==> config.mk <==
export PLATFORM = sky130hd
export DESIGN_NAME = oled_fb_driver
export DESIGN_NICKNAME = d
export VERILOG_FILES = /design/src/rtl/oled_pkg.sv /design/src/rtl/oled_spi_byte.sv /design/src/rtl/oled_fb_driver.sv
export SDC_FILE = /design/constraint.sdc
export NUM_CORES = 1
export LEC_CHECK = 0
export ABC_AREA = 1
export ABC_CLOCK_PERIOD_IN_PS = 6500
export CAP_MARGIN = 20
export CORE_MARGIN = 1.5
export CORE_UTILIZATION = 35
export CTS_CLUSTER_SIZE = 10
export DETAILED_ROUTE_END_ITERATION = 16
export GPL_ROUTABILITY_DRIVEN = 1
export HOLD_SLACK_MARGIN = 0.15
export MAX_ROUTING_LAYER = met4
export SKIP_CTS_REPAIR_TIMING = 1
export SLEW_MARGIN = 20
export SYNTH_ARGS = -nofsm -noshare
export SYNTH_HDL_FRONTEND = slang
export SYNTH_SLANG_ARGS = --single-unit
==> constraint.sdc <==
create_clock -name clk -period 6.5 [get_ports clk]
set_clock_uncertainty 0.05 [all_clocks]
set_input_delay 0.975 -clock clk [delete_from_list [all_inputs] [get_ports clk]]
set_output_delay 0.975 -clock clk [all_outputs]
set_load 0.02 [all_outputs]
==> src/rtl/oled_pkg.sv <==
// Shared definitions for the SSD1306 framebuffer driver: FSM states, command
// sources, SSD1306 opcodes and the power-on init command ROM.
package oled_pkg;

  typedef enum logic [3:0] {
    POWER,
    LOAD_CMD,
    SEND,
    NEXT_CMD,
    WINDOW,
    FETCH,
    LOAD_DATA,
    NEXT_DATA,
    CONTRAST
  } state_t;

  typedef enum logic [1:0] {
    SRC_INIT,
    SRC_WINDOW,
    SRC_CONTRAST
  } cmd_src_t;

  localparam logic [7:0] OP_COL_ADDR  = 8'h21;
  localparam logic [7:0] OP_PAGE_ADDR = 8'h22;
  localparam logic [7:0] OP_CONTRAST  = 8'h81;

  localparam int INIT_LEN     = 23;
  localparam int WINDOW_LEN   = 6;
  localparam int CONTRAST_LEN = 2;

  // Byte 10 is the multiplex ratio, which depends on the panel height.
  function automatic logic [7:0] init_byte(input logic [4:0] idx, input logic [7:0] mux_ratio);
    logic [7:0] b;
    case (idx)
      5'd0:    b = 8'hAE;
      5'd1:    b = 8'h81;
      5'd2:    b = 8'h7F;
      5'd3:    b = 8'hA6;
      5'd4:    b = 8'h20;
      5'd5:    b = 8'h00;
      5'd6:    b = 8'hC8;
      5'd7:    b = 8'h40;
      5'd8:    b = 8'hA1;
      5'd9:    b = 8'hA8;
      5'd10:   b = mux_ratio;
      5'd11:   b = 8'hD3;
      5'd12:   b = 8'h00;
      5'd13:   b = 8'hD5;
      5'd14:   b = 8'h80;
      5'd15:   b = 8'hD9;
      5'd16:   b = 8'h22;
      5'd17:   b = 8'hDB;
      5'd18:   b = 8'h20;
      5'd19:   b = 8'h8D;
      5'd20:   b = 8'h14;
      5'd21:   b = 8'hA4;
      5'd22:   b = 8'hAF;
      default: b = 8'h00;
    endcase
    return b;
  endfunction

endpackage

==> src/rtl/oled_spi_byte.sv <==
// MSB-first SPI byte serialiser (mode 3): SCLK idles high, data changes on the
// falling edge, and chip select frames each byte.
module oled_spi_byte
  import oled_pkg::*;
#(
  parameter int CLK_DIV = 1
) (
  input  logic       clk,
  input  logic       rst,
  input  logic       start,
  input  logic [7:0] data,
  output logic       busy,
  output logic       done,
  output logic       sclk,
  output logic       sdin,
  output logic       cs
);

  localparam logic [7:0] DIV_LAST = 8'(CLK_DIV - 1);

  logic [7:0] shreg;
  logic [7:0] div_cnt;
  logic [2:0] bit_cnt;
  logic       high_phase;

  always_ff @(posedge clk) begin
    if (rst) begin
      sclk       <= 1'b1;
      sdin       <= 1'b0;
      cs         <= 1'b1;
      busy       <= 1'b0;
      done       <= 1'b0;
      shreg      <= 8'h00;
      div_cnt    <= 8'h00;
      bit_cnt    <= 3'd0;
      high_phase <= 1'b0;
    end else begin
      done <= 1'b0;
      if (!busy) begin
        if (start) begin
          busy       <= 1'b1;
          cs         <= 1'b0;
          sclk       <= 1'b0;
          sdin       <= data[7];
          shreg      <= {data[6:0], 1'b0};
          div_cnt    <= 8'h00;
          bit_cnt    <= 3'd0;
          high_phase <= 1'b0;
        end
      end else if (div_cnt == DIV_LAST) begin
        div_cnt <= 8'h00;
        if (!high_phase) begin
          sclk       <= 1'b1;
          high_phase <= 1'b1;
        end else if (bit_cnt == 3'd7) begin
          // SCLK stays high; releasing CS ends the byte.
          busy       <= 1'b0;
          cs         <= 1'b1;
          done       <= 1'b1;
          high_phase <= 1'b0;
        end else begin
          sclk       <= 1'b0;
          sdin       <= shreg[7];
          shreg      <= {shreg[6:0], 1'b0};
          bit_cnt    <= bit_cnt + 3'd1;
          high_phase <= 1'b0;
        end
      end else begin
        div_cnt <= div_cnt + 8'h01;
      end
    end
  end

endmodule

==> src/rtl/oled_fb_driver.sv <==
// SSD1306 OLED driver: power/reset sequencing, init command stream, then a
// continuous framebuffer refresh with optional contrast updates between frames.
module oled_fb_driver
  import oled_pkg::*;
#(
  parameter int STARTUP_WAIT = 10000000,
  parameter int CLK_DIV      = 1,
  parameter int COLUMNS      = 128,
  parameter int PAGES        = 8,
  parameter int FB_AW        = $clog2(COLUMNS * PAGES)
) (
  input  logic             clk,
  input  logic             rst,
  output logic             io_sclk,
  output logic             io_sdin,
  output logic             io_cs,
  output logic             io_dc,
  output logic             io_reset,
  output logic [FB_AW-1:0] fb_addr,
  input  logic [7:0]       fb_data,
  input  logic             contrast_valid,
  input  logic [7:0]       contrast,
  output logic             contrast_ready,
  output logic             frame_start,
  output logic             frame_done
);

  localparam int PW = $clog2(3 * STARTUP_WAIT + 1);
  localparam logic [PW-1:0]    SW_1      = PW'(STARTUP_WAIT);
  localparam logic [PW-1:0]    SW_2      = PW'(2 * STARTUP_WAIT);
  localparam logic [PW-1:0]    PWR_LAST  = PW'(3 * STARTUP_WAIT - 1);
  localparam logic [FB_AW-1:0] FB_LAST   = FB_AW'(COLUMNS * PAGES - 1);
  localparam logic [7:0]       LAST_COL  = 8'(COLUMNS - 1);
  localparam logic [7:0]       LAST_PAGE = 8'(PAGES - 1);
  localparam logic [7:0]       MUX_RATIO = 8'(PAGES * 8 - 1);

  state_t        state;
  cmd_src_t      cmd_src;
  logic [4:0]    cmd_idx;
  logic [PW-1:0] pwr_cnt;
  logic [PW-1:0] pwr_nxt;
  logic [7:0]    contrast_reg;
  logic [7:0]    cmd_byte;
  logic          cmd_last;
  logic [7:0]    spi_data;
  logic          spi_start;
  logic          spi_busy;
  logic          spi_done;

  assign pwr_nxt = pwr_cnt + PW'(1);

  always_comb begin
    cmd_byte = 8'h00;
    cmd_last = 1'b0;
    case (cmd_src)
      SRC_INIT: begin
        cmd_byte = init_byte(cmd_idx, MUX_RATIO);
        cmd_last = (cmd_idx == 5'(INIT_LEN - 1));
      end
      SRC_WINDOW: begin
        case (cmd_idx)
          5'd0:    cmd_byte = OP_COL_ADDR;
          5'd2:    cmd_byte = LAST_COL;
          5'd3:    cmd_byte = OP_PAGE_ADDR;
          5'd5:    cmd_byte = LAST_PAGE;
          default: cmd_byte = 8'h00;
        endcase
        cmd_last = (cmd_idx == 5'(WINDOW_LEN - 1));
      end
      SRC_CONTRAST: begin
        cmd_byte = (cmd_idx == 5'd0) ? OP_CONTRAST : contrast_reg;
        cmd_last = (cmd_idx == 5'(CONTRAST_LEN - 1));
      end
      default: begin
        cmd_byte = 8'h00;
        cmd_last = 1'b1;
      end
    endcase
  end

  assign spi_start      = ((state == LOAD_CMD) || (state == LOAD_DATA)) && !spi_busy;
  assign spi_data       = (state == LOAD_DATA) ? fb_data : cmd_byte;
  // The handshake is only open for the one boundary cycle between frames.
  assign contrast_ready = (state == CONTRAST) && contrast_valid;

  always_ff @(posedge clk) begin
    if (rst) begin
      state        <= POWER;
      cmd_src      <= SRC_INIT;
      cmd_idx      <= 5'd0;
      pwr_cnt      <= '0;
      contrast_reg <= 8'h00;
      io_dc        <= 1'b1;
      io_reset     <= 1'b1;
      fb_addr      <= '0;
      frame_start  <= 1'b0;
      frame_done   <= 1'b0;
    end else begin
      frame_start <= 1'b0;
      frame_done  <= 1'b0;
      case (state)
        POWER: begin
          if (pwr_cnt == PWR_LAST) begin
            pwr_cnt  <= '0;
            io_reset <= 1'b1;
            cmd_src  <= SRC_INIT;
            cmd_idx  <= 5'd0;
            state    <= LOAD_CMD;
          end else begin
            pwr_cnt  <= pwr_nxt;
            io_reset <= !((pwr_nxt >= SW_1) && (pwr_nxt < SW_2));
          end
        end
        LOAD_CMD: begin
          if (!spi_busy) begin
            io_dc <= 1'b0;
            state <= SEND;
          end
        end
        LOAD_DATA: begin
          if (!spi_busy) begin
            io_dc <= 1'b1;
            state <= SEND;
          end
        end
        SEND: begin
          if (spi_done) begin
            if (io_dc) begin
              frame_done <= (fb_addr == FB_LAST);
              state      <= NEXT_DATA;
            end else begin
              state <= NEXT_CMD;
            end
          end
        end
        NEXT_CMD: begin
          if (cmd_last) begin
            if (cmd_src == SRC_WINDOW) begin
              state <= FETCH;
            end else begin
              frame_start <= 1'b1;
              state       <= WINDOW;
            end
          end else begin
            cmd_idx <= cmd_idx + 5'd1;
            state   <= LOAD_CMD;
          end
        end
        WINDOW: begin
          cmd_src <= SRC_WINDOW;
          cmd_idx <= 5'd0;
          state   <= LOAD_CMD;
        end
        FETCH: begin
          state <= LOAD_DATA;
        end
        NEXT_DATA: begin
          if (fb_addr == FB_LAST) begin
            fb_addr <= '0;
            state   <= CONTRAST;
          end else begin
            fb_addr <= fb_addr + FB_AW'(1);
            state   <= FETCH;
          end
        end
        CONTRAST: begin
          if (contrast_valid) begin
            contrast_reg <= contrast;
            cmd_src      <= SRC_CONTRAST;
            cmd_idx      <= 5'd0;
            state        <= LOAD_CMD;
          end else begin
            frame_start <= 1'b1;
            state       <= WINDOW;
          end
        end
        default: state <= POWER;
      endcase
    end
  end

  oled_spi_byte #(
    .CLK_DIV(CLK_DIV)
  ) u_spi (
    .clk  (clk),
    .rst  (rst),
    .start(spi_start),
    .data (spi_data),
    .busy (spi_busy),
    .done (spi_done),
    .sclk (io_sclk),
    .sdin (io_sdin),
    .cs   (io_cs)
  );

endmodule

==> run_summary.xml, run 1 <==
<?xml version="1.0" encoding="UTF-8"?>
<metrics>
  <group name="status">
    <metric name="run_status" unit="">complete, no violations</metric>
  </group>
  <group name="global_routing">
    <metric name="wire_length_of_the_first_global_routing_pass" unit="um">24560</metric>
    <metric name="grt_util_all_layers" unit="">0.1899</metric>
    <metric name="grt_antenna_before_repair" unit="">0</metric>
    <metric name="grt_start_max_net_pins" unit="">52</metric>
    <metric name="grt_overflow" unit="">0</metric>
    <metric name="first_global_vias" unit="">5146</metric>
  </group>
  <group name="timing">
    <metric name="report.final.hold_viol_count" unit="">0</metric>
    <metric name="max_slew_headroom_at_the_worst_pin" unit="">0.4914</metric>
    <metric name="final_clock_period_utilization_by_the_worst_path" unit="">0.5916</metric>
    <metric name="rsz0062_at_grt" unit="">false</metric>
    <metric name="timing.final.setup_violations" unit="">0</metric>
    <metric name="final-max-slew-violation-count" unit="">0</metric>
    <metric name="timing.fmax" unit="MHz">260.1</metric>
    <metric name="finalCriticalPeriod" unit="ns">3.845</metric>
    <metric name="worst_slew_pin_slew" unit="ns">0.7620</metric>
    <metric name="final.setup.tns" unit="ns">0</metric>
  </group>
  <group name="clock_tree">
    <metric name="skew_pair_late_insertion_delay" unit="ns">0.35</metric>
    <metric name="ctsLongestPathBuffers" unit="">2</metric>
    <metric name="cts_inserted_buffers" unit="">9</metric>
    <metric name="clk_transition_reported_paths" unit="ns">0.07</metric>
    <metric name="clock_sinks" unit="">90</metric>
    <metric name="cts_root_buffer" unit="">clkbuf_16</metric>
    <metric name="h_tree_levels" unit="">3</metric>
    <metric name="tritoncts_clock_tree" unit="">done</metric>
  </group>
  <group name="floorplanning">
    <metric name="core_region_area" unit="sq um">15310</metric>
    <metric name="core.rowCount" unit="">45</metric>
    <metric name="ios" unit="">37</metric>
    <metric name="die_h" unit="um">128.9</metric>
    <metric name="chipWidth" unit="um">128.9</metric>
    <metric name="start_util" unit="">0.3623</metric>
    <metric name="die_area" unit="sq um">16620</metric>
  </group>
  <group name="detailed_routing">
    <metric name="wirelength" unit="um">14300</metric>
    <metric name="post-route-drc-count" unit="">0</metric>
    <metric name="drt_iter0_markers" unit="">413</metric>
    <metric name="drt_pass1_iterations" unit="">6</metric>
    <metric name="route.detailed.wl_per_inst" unit="um">12.58</metric>
    <metric name="postRouteAntennaNets" unit="">0</metric>
    <metric name="route.vias.total" unit="">5506</metric>
    <metric name="route.detailed.vias_per_inst" unit="">4.847</metric>
  </group>
  <group name="job">
    <metric name="drv.max_cap_violation_count" unit="">0</metric>
  </group>
  <group name="yosys">
    <metric name="number_of_storage_elements_in_the_synthesis_netlist" unit="">90</metric>
    <metric name="synth_edf_count" unit="">0</metric>
    <metric name="synth.distinct_cells" unit="">45</metric>
    <metric name="synth_nets" unit="">927</metric>
    <metric name="proportion_of_netlist_area_held_by_the_largest_area_contributor" unit="">0.3247</metric>
    <metric name="synthTopCellsByArea" unit="">dfxtp_1, nand2_1, nor2_1, inv_1, nand3_1</metric>
    <metric name="ys_seq_area_frac" unit="">0.3247</metric>
    <metric name="yosysWarningCount" unit="">0</metric>
    <metric name="post_synth.cell_area_avg" unit="sq um">6.235</metric>
    <metric name="syn_area" unit="sq um">5549</metric>
    <metric name="synth_area_leader_cell" unit="">dfxtp_1</metric>
    <metric name="yosys_most_used_dff" unit="">dfxtp_1</metric>
    <metric name="postSynthCellCount" unit="">890</metric>
    <metric name="synth-async-reset-ratio" unit="">0</metric>
  </group>
  <group name="layout">
    <metric name="areaGrowthSynthToFinish" unit="%">15.99</metric>
    <metric name="post_route_cells_drive_above_1_share" unit="">0.04757</metric>
    <metric name="multiInputGateArea" unit="sq um">3247</metric>
    <metric name="highest_count_cells_in_the_layout_ignoring_fill_and_taps" unit="">nand2_1, nor2_1, inv_1</metric>
    <metric name="mostFrequentLayoutCell" unit="">nand2_1</metric>
    <metric name="insertedDiodeCount" unit="">0</metric>
    <metric name="layout.filler_cells" unit="">1667</metric>
    <metric name="seqCellArea" unit="sq um">1802</metric>
    <metric name="largest_reg_flops" unit="">25</metric>
    <metric name="finish.instance_area" unit="sq um">6436</metric>
    <metric name="most_flops_register" unit="">pwr_cnt</metric>
    <metric name="largest_registers" unit="">pwr_cnt x25, fb_addr x10</metric>
    <metric name="nNetsFinal" unit="">957</metric>
  </group>
  <group name="placed_design">
    <metric name="gp_congestion" unit="">0.8823</metric>
    <metric name="io_buffer_count" unit="">36</metric>
    <metric name="post_dp_cell_area" unit="sq um">6100</metric>
    <metric name="place_hpwl" unit="um">10620</metric>
  </group>
  <group name="setup_path">
    <metric name="worst-setup-path-type" unit="">in2out</metric>
    <metric name="critical_path_endpoint_category" unit="">output port</metric>
    <metric name="crit_family" unit="">buffers and inverters</metric>
    <metric name="timing.reg2reg.setup_slack" unit="ns">3.69</metric>
    <metric name="cell_type_with_the_highest_occurrence_count_on_the_critical_path" unit="">clkdlybuf4s50_1</metric>
    <metric name="critical_path.reg2reg.startpoint" unit="">pwr_cnt[1]</metric>
    <metric name="worst-endpoint-required" unit="ns">5.47</metric>
    <metric name="worstSetupStartpointType" unit="">input pin</metric>
    <metric name="crit_slowest_cell" unit="">clkdlybuf4s50_1</metric>
    <metric name="critical_path.max_fanout" unit="">8</metric>
    <metric name="critical_path_buf_inv_count" unit="">3</metric>
    <metric name="max_stage_delay" unit="ns">0.66</metric>
    <metric name="reg2reg_depth" unit="">16</metric>
    <metric name="cp_cell_sequence" unit="">clkdlybuf4s50_1 &gt; nor2_1 &gt; a21oi_4 &gt; inv_1 &gt; nor2_4 &gt; clkdlybuf4s50_1</metric>
    <metric name="critPathArrivalTime" unit="ns">2.82</metric>
  </group>
  <group name="pwr">
    <metric name="power.ir.vdd_worst" unit="V">0.0001287</metric>
    <metric name="p_leak" unit="nW">2.669</metric>
    <metric name="power-per-cell-area" unit="nW/um^2">293.1</metric>
  </group>
  <group name="min_path">
    <metric name="holdPathEnd" unit="">contrast_reg[6]</metric>
    <metric name="worst_hold_startpoint" unit="">contrast_reg[6]</metric>
    <metric name="timing.hold.worst_path_depth" unit="">2</metric>
    <metric name="min-delay-path-class" unit="">reg2reg</metric>
  </group>
</metrics>
-- through the flow --
stage	power [mW]	instances	setup WS [ns]	hold WS (ns)	utilization
finish	1.886	1136	2.655	0.4041	0.4203
global route	2.032	1136	2.488	0.4194	0.4203
CTS	1.905	1136	2.631	0.4008	0.4203
detailed placement	1.315	1120	2.645	0.3912	0.3983
global placement	1.316	1120	2.652	0.3858	0.3983
floorplan	1.156	890	3.926	0.3747	-
-- kinds of logic after synthesis --
| logic type | count (synthesis) | synth area share |
|---|---|---|
| buffers and inverters | 130 | 0.09019 |
| DFF | 90 | 0.3247 |
| xor gates and xnor gates | 7 | 0.01105 |
| adders and majority gates | 18 | 0.04059 |
| and+or+nand+nor | 521 | 0.4029 |
| AOI/OAI and AO/OA | 124 | 0.1306 |
-- per-layer routing --
layer	GRT usage	part of all wire	up-vias
met2	0.3120	0.48	90
met3	0.03202	0.036	10
met5	-	0	-
li1	-	-	2936
met1	0.2412	0.48	2470
met4	0.05155	0.011	0
-- Yosys cell counts, drive strengths merged (2+ instances only) --
library cell / number
nand2: 283
ha: 18
o211a: 2
o21bai: 3
o21a: 3
nand4: 21
inv: 111
a22oi: 6
dfxtp: 90
a31oi: 2
nor4: 4
nand3: 77
xor2: 6
clkbuf: 12
nor3: 15
a21oi: 63
o21ai: 34
nor3b: 2
a211oi: 2
o221ai: 3
nor2: 114
buf: 7
or2: 3
-- power by group --
part           internal, mW  total [mW]  leakage, nW  switching [mW]
Clock                 0.353       0.587        0.165           0.234
Combinational         0.195       0.620         1.78           0.425
Sequential            0.621       0.679        0.728          0.0582
-- worst register-to-register path, cell delays in order (launching register included) --
cell,delay [ns]
dfxtp_1,0.39
ha_1,0.19
nand2_1,0.09
inv_1,0.13
nand2_2,0.08
nor2_1,0.10
nand2_1,0.11
a21oi_4,0.25
nand3_4,0.16
nand2_1,0.09
nand2_1,0.08
nand2_1,0.21
inv_1,0.15
ha_1,0.20
or2_2,0.28
nand3_1,0.08
nand2_1,0.06
-- final cells by class --
class                   count  area share
flip-flops and latches     90      0.2799
inverters                 111     0.06474
clock inverters             6     0.01516
clock buffers              10     0.03713
repair buffers             38     0.05754
multi-input cells         670      0.5045
well taps                 211     0.04102
-- how the worst max path moves through the flow --
stage                     slack, ns  cells past startpoint             end            from
after floorplan                3.93                      4  contrast_ready  contrast_valid
after detailed placement       2.65                      6  contrast_ready  contrast_valid
after CTS                      2.63                      6  contrast_ready  contrast_valid
final                          2.65                      6  contrast_ready  contrast_valid
after global placement         2.65                      6  contrast_ready  contrast_valid
after global routing           2.49                     10  contrast_ready      pwr_cnt[1]
No activity file was read; power rests on OpenSTA's default activity.
==> run 2: changes to the inputs <==
--- a/config.mk
+++ b/config.mk
@@ -6,7 +6,7 @@
 export NUM_CORES = 1
 export LEC_CHECK = 0
 export ABC_AREA = 1
-export ABC_CLOCK_PERIOD_IN_PS = 6500
+export ABC_CLOCK_PERIOD_IN_PS = 4050
 export CAP_MARGIN = 20
 export CORE_MARGIN = 1.5
 export CORE_UTILIZATION = 35
==> constraint.sdc (replaced) <==
create_clock -name clk -period 4.05 [get_ports clk]
set_clock_uncertainty 0.05 [all_clocks]
set_input_delay 0.6075 -clock clk [delete_from_list [all_inputs] [get_ports clk]]
set_output_delay 0.6075 -clock clk [all_outputs]
set_load 0.02 [all_outputs]
==> run 2 against run 1 <==
Sequential power rose by 61%. Largest power group unchanged. Global-route usage rose by 0.32 points. Total power rose by 59%. Highest routed layer unchanged. Register-to-register slack got worse by 2.4 ns. Utilization fell by 0.090 points. Clock-buffer cell count fell by 1.
==> run_summary.xml, run 2 (synthesized netlist as in run 1, its figures left out) <==
<?xml version="1.0" encoding="UTF-8"?>
<metrics>
  <group name="status">
    <metric name="run_status" unit="">complete, no violations</metric>
  </group>
  <group name="timing">
    <metric name="rsz0062_at_grt" unit="">false</metric>
    <metric name="max_slew_headroom_at_the_worst_pin" unit="">0.4547</metric>
    <metric name="final_clock_period_utilization_by_the_worst_path" unit="">0.8251</metric>
    <metric name="finalCriticalPeriod" unit="ns">3.342</metric>
    <metric name="setup_ws" unit="ns">0.7084</metric>
    <metric name="worst_slew_pin_slew" unit="ns">0.8171</metric>
    <metric name="final.setup.tns" unit="ns">0</metric>
    <metric name="timing.final.setup_violations" unit="">0</metric>
    <metric name="final-max-slew-violation-count" unit="">0</metric>
    <metric name="timing.fmax" unit="MHz">299.3</metric>
    <metric name="report.final.hold_viol_count" unit="">0</metric>
  </group>
  <group name="setup_path">
    <metric name="worst-setup-path-type" unit="">reg2out</metric>
    <metric name="crit_slowest_cell" unit="">clkdlybuf4s50_1</metric>
    <metric name="critPathArrivalTime" unit="ns">2.68</metric>
    <metric name="critical_path.max_fanout" unit="">8</metric>
    <metric name="critical_path_endpoint_category" unit="">output port</metric>
    <metric name="timing.reg2reg.setup_slack" unit="ns">1.27</metric>
    <metric name="crit_family" unit="">buffers and inverters</metric>
    <metric name="cp_cell_sequence" unit="">ha_1 &gt; nand2_1 &gt; inv_1 &gt; nand2_2 &gt; nor2_1 &gt; nand2_1 &gt; a21oi_4 &gt; inv_1 &gt; nor2_4 &gt; clkdlybuf4s50_1</metric>
    <metric name="critical_path.reg2reg.startpoint" unit="">cmd_src[0]</metric>
    <metric name="worst-endpoint-required" unit="ns">3.39</metric>
    <metric name="worstSetupStartpointType" unit="">flop</metric>
    <metric name="reg2reg_depth" unit="">16</metric>
    <metric name="max_stage_delay" unit="ns">0.65</metric>
    <metric name="critical_path_buf_inv_count" unit="">3</metric>
  </group>
  <group name="pwr">
    <metric name="power.ir.vdd_worst" unit="V">0.0002465</metric>
    <metric name="p_clk_frac" unit="">0.301</metric>
    <metric name="p_leak" unit="nW">2.665</metric>
    <metric name="power.share.sequential" unit="">0.363</metric>
    <metric name="power-per-cell-area" unit="nW/um^2">467.3</metric>
    <metric name="power_switching_share" unit="">0.3974</metric>
    <metric name="power.combinational.fraction" unit="">0.336</metric>
    <metric name="switching_power" unit="mW">1.193</metric>
    <metric name="internal_power" unit="mW">1.809</metric>
  </group>
  <group name="detailed_routing">
    <metric name="route.detailed.vias_per_inst" unit="">4.823</metric>
    <metric name="drt_iter0_markers" unit="">400</metric>
    <metric name="drt_pass1_iterations" unit="">4</metric>
    <metric name="route.vias.total" unit="">5484</metric>
    <metric name="route.detailed.wl_per_inst" unit="um">12.61</metric>
    <metric name="wirelength" unit="um">14330</metric>
    <metric name="postRouteAntennaNets" unit="">0</metric>
    <metric name="post-route-drc-count" unit="">0</metric>
  </group>
  <group name="clock_tree">
    <metric name="clock_sinks" unit="">90</metric>
    <metric name="ctsLongestPathBuffers" unit="">2</metric>
    <metric name="cts_root_buffer" unit="">clkbuf_16</metric>
    <metric name="skew_pair_late_insertion_delay" unit="ns">0.36</metric>
    <metric name="clk_transition_reported_paths" unit="ns">0.07</metric>
    <metric name="tritoncts_clock_tree" unit="">done</metric>
    <metric name="h_tree_levels" unit="">3</metric>
    <metric name="cts_inserted_buffers" unit="">9</metric>
  </group>
  <group name="min_path">
    <metric name="timing.hold.worst_path_depth" unit="">2</metric>
    <metric name="holdPathEnd" unit="">contrast_reg[6]</metric>
    <metric name="worst_hold_startpoint" unit="">contrast_reg[6]</metric>
    <metric name="min-delay-path-class" unit="">reg2reg</metric>
  </group>
  <group name="layout">
    <metric name="areaGrowthSynthToFinish" unit="%">15.74</metric>
    <metric name="insertedDiodeCount" unit="">0</metric>
    <metric name="layout.filler_cells" unit="">1715</metric>
    <metric name="mostFrequentLayoutCell" unit="">nand2_1</metric>
    <metric name="nNetsFinal" unit="">958</metric>
    <metric name="seqCellArea" unit="sq um">1802</metric>
    <metric name="highest_count_cells_in_the_layout_ignoring_fill_and_taps" unit="">nand2_1, nor2_1, inv_1</metric>
    <metric name="multiInputGateArea" unit="sq um">3247</metric>
    <metric name="largest_registers" unit="">pwr_cnt x25, fb_addr x10</metric>
    <metric name="largest_reg_flops" unit="">25</metric>
    <metric name="post_route_cells_drive_above_1_share" unit="">0.04860</metric>
    <metric name="most_flops_register" unit="">pwr_cnt</metric>
  </group>
  <group name="placed_design">
    <metric name="place_worst_setup_slack" unit="ns">0.9467</metric>
    <metric name="io_buffer_count" unit="">36</metric>
    <metric name="place_hpwl" unit="um">10670</metric>
    <metric name="gp_congestion" unit="">0.8505</metric>
  </group>
  <group name="floorplanning">
    <metric name="chipWidth" unit="um">128.9</metric>
    <metric name="core_region_area" unit="sq um">15310</metric>
    <metric name="core.rowCount" unit="">45</metric>
    <metric name="ios" unit="">37</metric>
    <metric name="die_area" unit="sq um">16620</metric>
    <metric name="die_h" unit="um">128.9</metric>
    <metric name="start_util" unit="">0.3623</metric>
  </group>
  <group name="global_routing">
    <metric name="grt_util_all_layers" unit="">0.1931</metric>
    <metric name="wire_length_of_the_first_global_routing_pass" unit="um">24940</metric>
    <metric name="first_global_vias" unit="">5258</metric>
    <metric name="grt_overflow" unit="">0</metric>
    <metric name="grt_start_max_net_pins" unit="">51</metric>
    <metric name="grt_antenna_before_repair" unit="">0</metric>
  </group>
  <group name="job">
    <metric name="drv.max_cap_violation_count" unit="">0</metric>
  </group>
</metrics>
-- run 2: cell count changes in the layout (fill, tap and decap cells not counted), sizes merged --
cell / delta
inv: +4
buf: +1
bufinv: -1
clkinv: -2
clkbuf: -1
-- run 2: power by group through the flow --
stage,sequential (mW),combinational (mW),clock [mW]
global placement,1.11,1.01,0
CTS,1.09,1.01,0.936
floorplan,1.08,0.777,0
finish,1.09,1.01,0.904
detailed placement,1.11,1.01,0
global route,1.11,1.16,0.967
-- run 2: final cells by class --
class | instances | share of cell area
well taps | 211 | 0.04111
multi-input cells | 670 | 0.5056
clock inverters | 7 | 0.01403
repair buffers | 39 | 0.05883
flip-flops and latches | 90 | 0.2805
inverters | 111 | 0.06487
clock buffers | 9 | 0.03507
-- run 2: per-layer routing --
layer  GRT usage  vias to the layer above  share of wire
met2      0.3190                       55           0.47
met3     0.03701                       13          0.026
met1      0.2416                     2480           0.49
met4     0.05089                        0          0.012
li1            -                     2936              -
met5           -                        -              0
-- run 2: worst register-to-register path: cells and delay by family, from the launching register on --
| family | cells | cell delay, ns |
|---|---|---|
| simple gates | 11 | 1.54 |
| flops | 1 | 0.44 |
| buf+inv | 3 | 0.36 |
| fa+ha+maj | 1 | 0.22 |
| compound gates | 1 | 0.09 |
-- run 2: per-stage QoR --
step,std cells,cell area [sq um],total power [mW],util,hold slack (ns)
3_5_place_dp,1121,6107,2.119,0.3988,0.4022
4_1_cts,1137,6422,3.039,0.4194,0.4130
2_1_floorplan,890,5549,1.856,-,0.3747
6_report,1137,6422,3.001,0.4194,0.4107
3_3_place_gp,1121,6107,2.122,0.3988,0.4002
5_1_grt,1137,6422,3.231,0.4194,0.4414
-- run 2: how the worst max path moves through the flow --
stage,slack (ns),depth (start not counted),startpoint,endpoint
after floorplan,1.60,16,pwr_cnt[1],flop
after global placement,0.96,6,contrast_valid,contrast_ready
after detailed placement,0.95,6,contrast_valid,contrast_ready
after CTS,0.70,10,pwr_cnt[1],contrast_ready
after global routing,0.48,10,pwr_cnt[1],contrast_ready
final,0.71,10,pwr_cnt[1],contrast_ready
==> run 3: changes to the inputs <==
--- a/config.mk
+++ b/config.mk
@@ -6,7 +6,7 @@
 export NUM_CORES = 1
 export LEC_CHECK = 0
 export ABC_AREA = 1
-export ABC_CLOCK_PERIOD_IN_PS = 4050
+export ABC_CLOCK_PERIOD_IN_PS = 3200
 export CAP_MARGIN = 20
 export CORE_MARGIN = 1.5
 export CORE_UTILIZATION = 35
==> constraint.sdc (replaced) <==
create_clock -name clk -period 3.2 [get_ports clk]
set_clock_uncertainty 0.05 [all_clocks]
set_input_delay 0.48 -clock clk [delete_from_list [all_inputs] [get_ports clk]]
set_output_delay 0.48 -clock clk [all_outputs]
set_load 0.02 [all_outputs]
==> run 3 against run 2 <==
Non-clock buffer count up 1. Register-to-register slack worse by 0.83 ns. Clock power up 16%. Critical endpoint unchanged.
==> run_summary.xml, run 3 (synthesized netlist as in run 1, its figures left out) <==
<?xml version="1.0" encoding="UTF-8"?>
<metrics>
  <group name="timing">
    <metric name="final.setup.tns" unit="ns">0</metric>
    <metric name="timing.final.setup_violations" unit="">0</metric>
    <metric name="finalCriticalPeriod" unit="ns">2.847</metric>
    <metric name="max_slew_headroom_at_the_worst_pin" unit="">0.4892</metric>
    <metric name="timing.fmax" unit="MHz">351.2</metric>
    <metric name="final_clock_period_utilization_by_the_worst_path" unit="">0.8897</metric>
    <metric name="report.final.hold_viol_count" unit="">0</metric>
    <metric name="worst_hold_slack" unit="ns">0.4198</metric>
    <metric name="final-max-slew-violation-count" unit="">0</metric>
    <metric name="rsz0062_at_grt" unit="">false</metric>
    <metric name="worst_slew_pin_slew" unit="ns">0.7654</metric>
  </group>
  <group name="clock_tree">
    <metric name="ctsLongestPathBuffers" unit="">2</metric>
    <metric name="clk_transition_reported_paths" unit="ns">0.07</metric>
    <metric name="cts_root_buffer" unit="">clkbuf_16</metric>
    <metric name="cts_inserted_buffers" unit="">9</metric>
    <metric name="clock_sinks" unit="">90</metric>
    <metric name="h_tree_levels" unit="">3</metric>
    <metric name="skew_pair_late_insertion_delay" unit="ns">0.35</metric>
    <metric name="tritoncts_clock_tree" unit="">done</metric>
  </group>
  <group name="status">
    <metric name="run_status" unit="">complete, no violations</metric>
  </group>
  <group name="layout">
    <metric name="highest_count_cells_in_the_layout_ignoring_fill_and_taps" unit="">nand2_1, nor2_1, inv_1</metric>
    <metric name="nNetsFinal" unit="">959</metric>
    <metric name="largest_reg_flops" unit="">25</metric>
    <metric name="post_route_cells_drive_above_1_share" unit="">0.04962</metric>
    <metric name="areaGrowthSynthToFinish" unit="%">15.49</metric>
    <metric name="layout.filler_cells" unit="">1705</metric>
    <metric name="insertedDiodeCount" unit="">0</metric>
    <metric name="most_flops_register" unit="">pwr_cnt</metric>
    <metric name="seqCellArea" unit="sq um">1802</metric>
    <metric name="post_layout_nonfiller_instances" unit="">1138</metric>
    <metric name="multiInputGateArea" unit="sq um">3247</metric>
    <metric name="mostFrequentLayoutCell" unit="">nand2_1</metric>
    <metric name="largest_registers" unit="">pwr_cnt x25, fb_addr x10</metric>
  </group>
  <group name="setup_path">
    <metric name="max_stage_delay" unit="ns">0.39</metric>
    <metric name="critPathArrivalTime" unit="ns">2.32</metric>
    <metric name="crit_family" unit="">simple AND/OR/NAND/NOR gates</metric>
    <metric name="worst-setup-path-type" unit="">reg2out</metric>
    <metric name="worst-endpoint-required" unit="ns">2.67</metric>
    <metric name="startpoint_of_the_worst_setup_timing_path" unit="">pwr_cnt[1]</metric>
    <metric name="critical_path.reg2reg.startpoint" unit="">pwr_cnt[1]</metric>
    <metric name="cp_cell_sequence" unit="">ha_1 &gt; nand2_1 &gt; inv_1 &gt; nand2_2 &gt; nor2_1 &gt; nand2_1 &gt; a21oi_4 &gt; inv_1 &gt; nor2_4 &gt; dlymetal6s2s_1</metric>
    <metric name="crit_slowest_cell" unit="">dfxtp_1</metric>
    <metric name="worstSetupStartpointType" unit="">flop</metric>
    <metric name="critical_path_endpoint_category" unit="">output port</metric>
    <metric name="timing.reg2reg.setup_slack" unit="ns">0.44</metric>
    <metric name="critical_path.max_fanout" unit="">8</metric>
    <metric name="reg2reg_depth" unit="">16</metric>
    <metric name="critical_path_buf_inv_count" unit="">3</metric>
  </group>
  <group name="min_path">
    <metric name="holdPathEnd" unit="">u_spi.shreg[1]</metric>
    <metric name="min-delay-path-class" unit="">reg2reg</metric>
    <metric name="worst_hold_startpoint" unit="">u_spi.shreg[1]</metric>
    <metric name="timing.hold.worst_path_depth" unit="">2</metric>
  </group>
  <group name="detailed_routing">
    <metric name="drt_pass1_iterations" unit="">4</metric>
    <metric name="drt_iter0_markers" unit="">320</metric>
    <metric name="route.detailed.vias_per_inst" unit="">4.822</metric>
    <metric name="wirelength" unit="um">14280</metric>
    <metric name="post-route-drc-count" unit="">0</metric>
    <metric name="route.detailed.wl_per_inst" unit="um">12.55</metric>
    <metric name="postRouteAntennaNets" unit="">0</metric>
    <metric name="route.vias.total" unit="">5487</metric>
  </group>
  <group name="placed_design">
    <metric name="gp_congestion" unit="">0.8772</metric>
    <metric name="io_buffer_count" unit="">36</metric>
    <metric name="place_hpwl" unit="um">10690</metric>
    <metric name="placedCellCount" unit="">1122</metric>
  </group>
  <group name="pwr">
    <metric name="total_power" unit="mW">3.706</metric>
    <metric name="power.ir.vdd_worst" unit="V">0.0003116</metric>
    <metric name="p_leak" unit="nW">2.676</metric>
    <metric name="power-per-cell-area" unit="nW/um^2">578.3</metric>
  </group>
  <group name="global_routing">
    <metric name="grt_overflow" unit="">0</metric>
    <metric name="grt_antenna_before_repair" unit="">0</metric>
    <metric name="first_global_vias" unit="">5177</metric>
    <metric name="wire_length_of_the_first_global_routing_pass" unit="um">24740</metric>
    <metric name="grt_start_max_net_pins" unit="">51</metric>
    <metric name="grt_util_all_layers" unit="">0.1922</metric>
  </group>
  <group name="job">
    <metric name="drv.max_cap_violation_count" unit="">0</metric>
  </group>
  <group name="floorplanning">
    <metric name="core_region_area" unit="sq um">15310</metric>
    <metric name="die_area" unit="sq um">16620</metric>
    <metric name="ios" unit="">37</metric>
    <metric name="start_util" unit="">0.3623</metric>
    <metric name="chipWidth" unit="um">128.9</metric>
    <metric name="core.rowCount" unit="">45</metric>
    <metric name="die_h" unit="um">128.9</metric>
  </group>
</metrics>
[run 3: cell count changes in the layout (fill, tap and decap cells not counted), sizes merged]
cell / before / now
bufinv: 1 / 0
clkinv: 0 / 2
inv: 117 / 116
dlymetal6s2s: 0 / 1
buf: 4 / 5
clkdlybuf4s50: 35 / 34
[run 3: worst max path at each step]
stage               slack, ns        endpoint  depth (start not counted)
global placement         0.34  contrast_ready                          6
global route             0.09            flop                         19
floorplan                0.75            flop                         16
CTS                     -0.06  contrast_ready                         10
finish                   0.35  contrast_ready                         10
detailed placement       0.34  contrast_ready                          6
[run 3: layout make-up]
cell class | count | area share
clock inverter | 7 | 0.01035
clock buffer | 9 | 0.03514
multi-input combinational | 670 | 0.5066
tap | 211 | 0.04119
sequential | 90 | 0.2811
inverter | 111 | 0.06501
timing repair buffer | 40 | 0.06052
[run 3: metrics by stage]
stage	utilization	setup WS, ns	area, sq um
2_1_floorplan	-	0.7550	5549
3_3_place_gp	0.3993	0.3382	6115
3_5_place_dp	0.3993	0.3353	6115
4_1_cts	0.4183	-0.05731	6406
5_1_grt	0.4185	0.09061	6409
6_report	0.4185	0.3530	6409
[run 3: worst min-delay path: cells and delay by family (launching register included)]
kind            cells  cell delay, ns
compound gates      1            0.05
flops               1            0.31
simple gates        1            0.06
[run 3: power breakdown]
part           switching [mW]  internal, mW
logic                   0.864         0.409
clock network           0.504         0.549
registers               0.119          1.26
total                    1.49          2.22
[run 3: metal layers]
layer / GRT usage / vias to the layer above / part of all wire
li1: - / 2939 / -
met1: 0.2394 / 2468 / 0.48
met2: 0.3165 / 65 / 0.48
met3: 0.04033 / 15 / 0.027
met4: 0.05023 / 0 / 0.015
met5: - / - / 0
